### src/rtl/decode_stage_if.sv
// Fetch-side and execute-side handshake bundle for the RV32I decode stage.
interface decode_stage_if #(
    parameter int XLEN = 32
);
    logic            i_flush;
    logic            i_valid;
    logic            o_ready;
    logic [31:0]     i_instruction;
    logic            o_valid;
    logic            i_ready;
    logic [6:0]      o_opcode;
    logic [4:0]      o_rd;
    logic [2:0]      o_funct3;
    logic [4:0]      o_rs1;
    logic [4:0]      o_rs2;
    logic [6:0]      o_funct7;
    logic [XLEN-1:0] o_immediate;
    logic [2:0]      o_fmt;
    logic            o_illegal;

    modport master (
        output i_flush, i_valid, i_instruction, i_ready,
        input  o_ready, o_valid, o_opcode, o_rd, o_funct3, o_rs1, o_rs2,
               o_funct7, o_immediate, o_fmt, o_illegal
    );

    modport slave (
        input  i_flush, i_valid, i_instruction, i_ready,
        output o_ready, o_valid, o_opcode, o_rd, o_funct3, o_rs1, o_rs2,
               o_funct7, o_immediate, o_fmt, o_illegal
    );
endinterface

### src/rtl/decode_stage.sv
// Registered RV32I decode stage: decodes on entry, holds results in an output
// register plus one skid entry so the upstream ready is a flop.
module decode_stage #(
    parameter int XLEN      = 32,
    parameter bit CHECK_ILL = 1'b1
) (
    input logic          i_clk,
    input logic          i_rst,
    decode_stage_if.slave bus
);

    typedef enum logic [2:0] {
        FMT_R   = 3'd0,
        FMT_I   = 3'd1,
        FMT_S   = 3'd2,
        FMT_B   = 3'd3,
        FMT_U   = 3'd4,
        FMT_J   = 3'd5,
        FMT_ILL = 3'd7
    } fmt_e;

    typedef struct packed {
        logic [6:0]      opcode;
        logic [4:0]      rd;
        logic [2:0]      funct3;
        logic [4:0]      rs1;
        logic [4:0]      rs2;
        logic [6:0]      funct7;
        logic [XLEN-1:0] imm;
        logic [2:0]      fmt;
        logic            illegal;
    } dec_t;

    function automatic logic [XLEN-1:0] sext(input logic signed [31:0] v);
        return XLEN'(v);
    endfunction

    // Opcodes not listed here (including every word whose low two bits are
    // not 2'b11) fall into the default arm and are flagged illegal.
    function automatic dec_t decode(input logic [31:0] ins);
        dec_t        d;
        logic [31:0] imm32;
        logic        ill;
        fmt_e        fmt;
        logic [6:0]  f7;
        logic [2:0]  f3;
        f7       = ins[31:25];
        f3       = ins[14:12];
        d.opcode = ins[6:0];
        d.rd     = ins[11:7];
        d.funct3 = f3;
        d.rs1    = ins[19:15];
        d.rs2    = ins[24:20];
        d.funct7 = f7;
        imm32    = '0;
        ill      = 1'b0;
        fmt      = FMT_R;
        case (ins[6:0])
            7'h33: begin
                fmt = FMT_R;
                if (f7 == 7'h20)
                    ill = !(f3 == 3'b000 || f3 == 3'b101);
                else
                    ill = (f7 != 7'h00);
            end
            7'h13: begin
                fmt   = FMT_I;
                imm32 = {{20{ins[31]}}, ins[31:20]};
                if (f3 == 3'b001)
                    ill = (f7 != 7'h00);
                else if (f3 == 3'b101)
                    ill = !(f7 == 7'h00 || f7 == 7'h20);
            end
            7'h03, 7'h67, 7'h73, 7'h0F: begin
                fmt   = FMT_I;
                imm32 = {{20{ins[31]}}, ins[31:20]};
            end
            7'h23: begin
                fmt   = FMT_S;
                imm32 = {{20{ins[31]}}, ins[31:25], ins[11:7]};
            end
            7'h63: begin
                fmt   = FMT_B;
                imm32 = {{19{ins[31]}}, ins[31], ins[7], ins[30:25], ins[11:8], 1'b0};
            end
            7'h37, 7'h17: begin
                fmt   = FMT_U;
                imm32 = {ins[31:12], 12'b0};
            end
            7'h6F: begin
                fmt   = FMT_J;
                imm32 = {{11{ins[31]}}, ins[31], ins[19:12], ins[20], ins[30:21], 1'b0};
            end
            default: ill = 1'b1;
        endcase
        if (!CHECK_ILL) begin
            ill = 1'b0;
        end else if (ill) begin
            fmt   = FMT_ILL;
            imm32 = '0;
        end
        d.imm     = sext(imm32);
        d.fmt     = fmt;
        d.illegal = ill;
        return d;
    endfunction

    dec_t or_q, or_d;
    dec_t sk_q, sk_d;
    logic or_vld_q, or_vld_d;
    logic sk_vld_q, sk_vld_d;
    logic rdy_q, rdy_d;
    dec_t dec_in;
    logic accept;
    logic or_free;

    always_comb begin
        dec_in   = decode(bus.i_instruction);
        accept   = bus.i_valid & rdy_q;
        or_free  = ~or_vld_q | bus.i_ready;
        or_d     = or_q;
        sk_d     = sk_q;
        or_vld_d = or_vld_q;
        sk_vld_d = sk_vld_q;
        if (bus.i_flush) begin
            or_vld_d = 1'b0;
            sk_vld_d = 1'b0;
        end else if (or_free) begin
            if (sk_vld_q) begin
                or_d     = sk_q;
                or_vld_d = 1'b1;
                sk_vld_d = accept;
                if (accept)
                    sk_d = dec_in;
            end else begin
                or_vld_d = accept;
                if (accept)
                    or_d = dec_in;
            end
        end else if (accept) begin
            sk_d     = dec_in;
            sk_vld_d = 1'b1;
        end
        // Ready depends only on next skid occupancy, never on i_ready directly.
        rdy_d = ~sk_vld_d;
    end

    always_ff @(posedge i_clk) begin
        if (i_rst) begin
            or_q     <= '0;
            sk_q     <= '0;
            or_vld_q <= 1'b0;
            sk_vld_q <= 1'b0;
            rdy_q    <= 1'b0;
        end else begin
            or_q     <= or_d;
            sk_q     <= sk_d;
            or_vld_q <= or_vld_d;
            sk_vld_q <= sk_vld_d;
            rdy_q    <= rdy_d;
        end
    end

    assign bus.o_ready     = rdy_q;
    assign bus.o_valid     = or_vld_q;
    assign bus.o_opcode    = or_q.opcode;
    assign bus.o_rd        = or_q.rd;
    assign bus.o_funct3    = or_q.funct3;
    assign bus.o_rs1       = or_q.rs1;
    assign bus.o_rs2       = or_q.rs2;
    assign bus.o_funct7    = or_q.funct7;
    assign bus.o_immediate = or_q.imm;
    assign bus.o_fmt       = or_q.fmt;
    assign bus.o_illegal   = or_q.illegal;

endmodule

### src/flat_wrapper.sv
// flat-port wrapper written by rule: the top's interface ports become plain ports
module decode_stage_flat 
#(
    parameter int XLEN      = 32,
    parameter bit CHECK_ILL = 1'b1
)
  (i_clk, i_rst, bus_i_flush, bus_i_valid, bus_i_instruction, bus_i_ready, bus_o_ready, bus_o_valid, bus_o_opcode, bus_o_rd, bus_o_funct3, bus_o_rs1, bus_o_rs2, bus_o_funct7, bus_o_immediate, bus_o_fmt, bus_o_illegal);
  decode_stage_if #(.XLEN(XLEN)) bus_i ();
  input logic i_clk;
  input logic i_rst;
  input wire logic [$bits(bus_i.i_flush)-1:0] bus_i_flush;
  input wire logic [$bits(bus_i.i_valid)-1:0] bus_i_valid;
  input wire logic [$bits(bus_i.i_instruction)-1:0] bus_i_instruction;
  input wire logic [$bits(bus_i.i_ready)-1:0] bus_i_ready;
  output wire logic [$bits(bus_i.o_ready)-1:0] bus_o_ready;
  output wire logic [$bits(bus_i.o_valid)-1:0] bus_o_valid;
  output wire logic [$bits(bus_i.o_opcode)-1:0] bus_o_opcode;
  output wire logic [$bits(bus_i.o_rd)-1:0] bus_o_rd;
  output wire logic [$bits(bus_i.o_funct3)-1:0] bus_o_funct3;
  output wire logic [$bits(bus_i.o_rs1)-1:0] bus_o_rs1;
  output wire logic [$bits(bus_i.o_rs2)-1:0] bus_o_rs2;
  output wire logic [$bits(bus_i.o_funct7)-1:0] bus_o_funct7;
  output wire logic [$bits(bus_i.o_immediate)-1:0] bus_o_immediate;
  output wire logic [$bits(bus_i.o_fmt)-1:0] bus_o_fmt;
  output wire logic [$bits(bus_i.o_illegal)-1:0] bus_o_illegal;
  assign bus_i.i_flush = bus_i_flush;
  assign bus_i.i_valid = bus_i_valid;
  assign bus_i.i_instruction = bus_i_instruction;
  assign bus_i.i_ready = bus_i_ready;
  assign bus_o_ready = bus_i.o_ready;
  assign bus_o_valid = bus_i.o_valid;
  assign bus_o_opcode = bus_i.o_opcode;
  assign bus_o_rd = bus_i.o_rd;
  assign bus_o_funct3 = bus_i.o_funct3;
  assign bus_o_rs1 = bus_i.o_rs1;
  assign bus_o_rs2 = bus_i.o_rs2;
  assign bus_o_funct7 = bus_i.o_funct7;
  assign bus_o_immediate = bus_i.o_immediate;
  assign bus_o_fmt = bus_i.o_fmt;
  assign bus_o_illegal = bus_i.o_illegal;
  decode_stage #(.XLEN(XLEN), .CHECK_ILL(CHECK_ILL)) u_core (.i_clk(i_clk), .i_rst(i_rst), .bus(bus_i));
endmodule
### config.mk
export PLATFORM = sky130hd
export DESIGN_NAME = decode_stage_flat
export DESIGN_NICKNAME = d
export VERILOG_FILES = /design/src/rtl/decode_stage_if.sv /design/src/rtl/decode_stage.sv /design/src/flat_wrapper.sv
export SDC_FILE = /design/constraint.sdc
export NUM_CORES = 1
export LEC_CHECK = 0
export ABC_AREA = 1
export BUFFER_PORTS_ARGS = -buffer_cell sky130_fd_sc_hd__buf_2
export CORE_MARGIN = 4
export CORE_UTILIZATION = 30
export CTS_BUF_LIST = sky130_fd_sc_hd__clkbuf_2 sky130_fd_sc_hd__clkbuf_4 sky130_fd_sc_hd__clkbuf_8
export DETAILED_ROUTE_END_ITERATION = 12
export PLACE_DENSITY = 0.5
export SLEW_MARGIN = 20
export SYNTH_ARGS = -nofsm -noshare
export SYNTH_HDL_FRONTEND = slang
export SYNTH_SLANG_ARGS = --single-unit
### constraint.sdc
create_clock -name i_clk -period 1.6 [get_ports i_clk]
set_input_delay 0.08 -clock i_clk [delete_from_list [all_inputs] [get_ports i_clk]]
set_output_delay 0.08 -clock i_clk [all_outputs]
set_load 0.05 [all_outputs]
## Yosys cells after proc, flatten, opt, wreduce, memory -nomap -nowiden

Index checks and enable logic that the tools add are counted.

- Bits of input ports: 37
- Bits in registers: 139
- Output and inout port bits: 70
- Word-level logic and storage cells: 73

- Bitwise logic cells: 5
- Equality and inequality tests: 15
- Multiplexer cells: 18
- Reduce and logical (&&, ||, !) cells: 14

Operators by type and width:

| cell | count |
|---|---|
| $mux W68 | 5 |
| $pmux W32 S5 | 1 |
| $mux W32 | 1 |
| $eq A7 B6 Y1 const B | 4 |
| $eq A7 B7 Y1 const B | 4 |
| $pmux W3 S5 | 1 |
| $eq A7 B5 Y1 const B | 2 |
| $reduce_or A9 Y1 | 1 |
| $mux W1 | 8 |
| $eq A7 B2 Y1 const B | 1 |
| $eq A7 B4 Y1 const B | 1 |
| $logic_not A7 Y1 | 1 |
| $reduce_bool A7 Y1 | 1 |
| $reduce_or A5 Y1 | 1 |
| $reduce_or A2 Y1 | 2 |
| $eq A3 B1 Y1 const B | 1 |
| $eq A3 B3 Y1 const B | 1 |
| $logic_not A3 Y1 | 1 |
| $mux W3 | 1 |
| $not A1 Y1 | 3 |
| $pmux W1 S3 | 1 |
| $reduce_and A3 Y1 | 1 |
| $logic_not A1 Y1 | 2 |
| $logic_or A1 B1 Y1 | 2 |
| other kinds (5) | 5 |

## Longest topological paths before layout

- Depth after elaboration: 10
- Mapped depth: 14
- Gate-level depth less buffers: 12

## Least setup slack after synthesis

OpenSTA, ideal clock, no wires.

- Path kind: register to register
- Start: reg u_core.or_vld_q (netlist: u_core.bus.o_valid)
- End: reg u_core.sk_q[10] in the netlist's numbering
- Cell stages (with the launch flop): 10
- Path slack: -0.280 ns
- Arrival: 1.751 ns
- Data required time: 1.472 ns
- Clock period less this slack: 1.880 ns
- Path through: dfxtp_1 > inv_1 > nor2_1 > inv_1 > nand2_1 > nand2_1 > clkinv_1 > clkbuf_1 > clkbuf_1 > a21oi_1

- Word-level cells in the longest chain between the ends: 4
- Elaborated cells between the ends (all ways): 5
- Classes of those cells: eq/ne (1); mux (1); bitwise (2); reduce/logical (1)

Ends and longest elaborated chain:

| what | line | RTL |
|---|---|---|
| start, declared | decode_stage.sv:110 | `logic or_vld_q, or_vld_d;` |
| start signal, assigned | decode_stage.sv:158 | `or_vld_q <= or_vld_d;` |
| $not A1 Y1 * | decode_stage.sv:120 | `or_free = ~or_vld_q \| bus.i_ready;` |
| $or A1 B1 Y1 * | decode_stage.sv:120 |  |
| $ne A2 B1 Y1 (no source line) | - |  |
| $reduce_and A2 Y1 (no source line) | - |  |
| end signal, assigned | decode_stage.sv:157 | `sk_q <= sk_d;` |
| end, declared | decode_stage.sv:109 | `dec_t sk_q, sk_d;` |

Mark *: on every way between the ends. The rest lies on a longest branch, timed or not.
A chain may end at the register's enable or synchronous reset.

## Worst setup path in the final report

- Start: reg u_core.rdy_q (netlist: u_core.bus.o_ready)
- End: reg u_core.or_q, in the netlist u_core.bus.o_immediate[2]

- Word-level cells in the longest chain between the ends: 3

Ends and longest elaborated chain:

| what | line | RTL |
|---|---|---|
| start, declared | decode_stage.sv:112 | `logic rdy_q, rdy_d;` |
| start signal, assigned | decode_stage.sv:160 | `rdy_q <= rdy_d;` |
| $and A1 B1 Y1 | decode_stage.sv:119 | `accept = bus.i_valid & rdy_q;` |
| $reduce_bool A2 Y1 (no source line) | - |  |
| $reduce_and A3 Y1 (no source line) | - |  |
| end signal, assigned | decode_stage.sv:156 | `or_q <= or_d;` |
| end, declared | decode_stage.sv:108 | `dec_t or_q, or_d;` |

Every way passes these cells.

==> flow_summary.json <==
{
  "outcome": "complete, no violations",
  "final_util_pct": 41.4,
  "synth_top_area_share_pct": 44.6,
  "die-height_um": 152,
  "drc": 0,
  "start_util_pct": 30.6,
  "yosysUniqueCellTypes": 28,
  "pwr-share-clk_pct": 37.3,
  "antenna_cells": 0,
  "gr-total-overflow": 0,
  "die_w_um": 152,
  "fin_crit_sh_pct": 97.5,
  "critical_path.startpoint_type": "flop",
  "finalPower_w": 0.00767,
  "worstPathRequired_ps": 1990,
  "synth_warnings": 0,
  "track_usage_pct": 17.3,
  "clk_pin_slew_ps": 80,
  "syn_area_um2": 6230,
  "clock_path_buffers": 2,
  "fmax_mhz": 641,
  "met1_usage_pct": 24.0,
  "pwr-share-seq_pct": 47.1,
  "crit_arrival_ps": 1950,
  "synthTopCellsByArea": "dfxtp_1 45%, o21ai_0 11%, a21oi_1 9.7%",
  "fin_nets": 1019,
  "rsz0062_at_grt": "no",
  "path_max_fanout": 8,
  "cts_htree_levels": 4,
  "maxSlewViolCount": 0,
  "switchingPower_w": 0.00225,
  "grt_pass1_vias": 5778,
  "grt_pass1_wl_um": 32600,
  "firstDrtPassIters": 5,
  "wl_per_cell_um": 17.0,
  "p_comb_share_pct": 15.5,
  "power.leakage_nw": 3.60,
  "worstMarginPinSlew_ps": 395,
  "via_count": 6248,
  "syn-num-nets": 866,
  "root_buffer": "clkbuf_8",
  "synth.avg_cell_area_um2": 7.52,
  "p_int_w": 0.00541,
  "gp_congestion": 0.800,
  "period_needed_ps": 1560,
  "power.density_nw_per_um2": 908,
  "rows": 52,
  "crit_type": "reg2reg",
  "yosysTopAreaCell": "dfxtp_1",
  "use_met3_pct": 3.78,
  "io_pins": 107,
  "dp.final_hpwl_um": 13500,
  "max_cap_viol_count": 0,
  "die_area_um2": 23100,
  "cts-buffers-inserted": 17,
  "drt-vias-per-instance": 4.94,
  "setup_viol": 0,
  "core-area_um2": 20400,
  "ant_nets": 0,
  "drtIter0Drc": 409,
  "max-slew-margin-rel_pct": 73.6,
  "irDropWorstVdd_v": 0.000497,
  "met2_usage_pct": 27.6,
  "area_growth_pct": 35.4,
  "syn-instance-count": 829,
  "holdCritPathClass": "in2reg",
  "port_buffers": 106,
  "clk_latency_ps": 450,
  "ys_seq_elements": 139,
  "clock_sinks": 139,
  "sw_frac_of_total_pct": 29.4,
  "final.setup_skew_ps": 8.17,
  "tritoncts": "built",
  "wl_um": 21500,
  "ys_seq_area_share_pct": 44.6,
  "end_kind": "flop",
  "antenna_found_initial": 0,
  "hold_viol_final": 0,
  "drive_above_1_share_pct": 27.5,
  "grt.busiest_layer": "met2",
  "grt_max_degree": 70
}
==> layout by cell type (no fill, tap or decap), drive strengths merged <==
cell         instances
a211oi               1
a21oi              132
a31oi               32
buf                165
bufinv               2
clkbuf              28
clkinv               7
clkinvlp             2
dfxtp              139
dlygate4sd3         31
inv                 40
nand2              154
nand3               55
nand4                3
nor2                47
nor3                 1
o211ai              15
o21a                 1
o21ai              140
==> per-layer routing <==
| layer | wire length [um] | vias to the layer above |
|---|---|---|
| met5 | 0 | - |
| met4 | 239 | 0 |
| met3 | 1110 | 18 |
| met2 | 10000 | 172 |
| met1 | 10100 | 2895 |
| li1 | - | 3163 |
==> per-stage QoR <==
step / TNS [ps] / hold slack [ps] / std cells / setup slack, ps / instance area, um^2
after floorplan: 0 / 139 / 829 / 56.8 / 6250
after global placement: -2040 / 328 / 1189 / -96.7 / 7370
after detailed placement: -1560 / 328 / 1189 / -51.3 / 7370
after CTS: 0 / 3.03 / 1252 / 21.3 / 8070
after global routing: 0 / 34.4 / 1265 / 4.01 / 8440
final: 0 / 27.7 / 1265 / 40.0 / 8440
==> logic make-up (layout without fill, tap and decap cells) <==
group                  after synthesis  in the layout  share of synthesized area, %
DFF                                139            139                          44.6
buffers and inverters              109            275                          7.93
and+or+nand+nor                    260            260                          19.7
AOI/OAI and AO/OA                  321            321                          27.8
==> Yosys cell counts <==
cell and number:
o21ai_0 140, dfxtp_1 139, nand3_1 33, buf_12 2, clkbuf_1 52, a21oi_1 121, a31oi_1 32, buf_6 4
nor2_8 1, a211oi_1 1, clkinv_1 2, nand2_1 149, buf_8 1, nand2_4 3, inv_2 5, nand4_1 3
nor2_2 2, nor2_1 43, nor3_2 1, inv_1 32, o21a_1 1, nor2_4 1, o211ai_1 15, nand3_2 22
nand2_2 2, a21oi_2 11, buf_1 2, buf_2 9
==> final cells by class <==
class / instances / area (um^2)
repair buffers: 204 / 1750
clock inverters: 12 / 123
inverters: 39 / 154
fillers: 2097 / 11900
well taps: 270 / 338
multi-input cells: 581 / 3020
clock buffers: 20 / 263
flip-flops and latches: 139 / 2790
==> power groups by stage <==
stage / Sequential [W] / Clock, W / Combinational [W]
2_1_floorplan: 0.00400 / 0 / 0.000354
3_3_place_gp: 0.00369 / 0 / 0.00104
3_5_place_dp: 0.00369 / 0 / 0.00104
4_1_cts: 0.00361 / 0.00294 / 0.00110
5_1_grt: 0.00362 / 0.00307 / 0.00128
6_report: 0.00361 / 0.00286 / 0.00119
==> worst max-delay path, cell delays in order, from the launching register on <==
cell and delay, ps:
dfxtp_4 350, nand2_2 60, nand2_2 70, inv_2 50, nor3_4 210, buf_12 140, buf_12 150, buf_12 120
buf_12 130, o21ai_0 80, a21oi_1 130
==> registers in the layout, summed over array words and instances, names as in the netlist <==
name / flops
u_core.bus.o_illegal: 1
u_core.bus.o_rd: 5
u_core.bus.o_fmt: 3
u_core.sk_q: 68
u_core.bus.o_ready: 1
u_core.bus.o_opcode: 7
u_core.bus.o_immediate: 32
u_core.sk_vld_q: 1
u_core.bus.o_funct7: 7
u_core.bus.o_rs2: 5
u_core.bus.o_funct3: 3
u_core.bus.o_rs1: 5
u_core.bus.o_valid: 1
==> worst paths after layout <==
kind                                               startpoint                                endpoint  slack (ps)  cells past startpoint
worst max register to register  u_core.bus.o_ready$_SDFF_PP0_  u_core.bus.o_immediate[2]$_SDFFE_PP0P_          40                     10
worst min-delay path                     bus_i_instruction[0]            u_core.sk_q[61]$_SDFFE_PP0P_          30                      4
worst min register to register   u_core.sk_q[43]$_SDFFE_PP0P_        u_core.bus.o_rs2[0]$_SDFFE_PP0P_         470                      2
worst max-delay path            u_core.bus.o_ready$_SDFF_PP0_  u_core.bus.o_immediate[2]$_SDFFE_PP0P_          40                     10
==> what timing repair did <==
| action | 4_1_cts | 5_1_grt |
|---|---|---|
| hold endpoints to repair | 49 | 0 |
| gates resized for setup | 0 | 43 |
| hold buffers | 31 | 0 |
| setup endpoints to repair | 0 | 103 |
| buffers inserted | 0 | 3 |
Power figures use the tool's default switching activity.
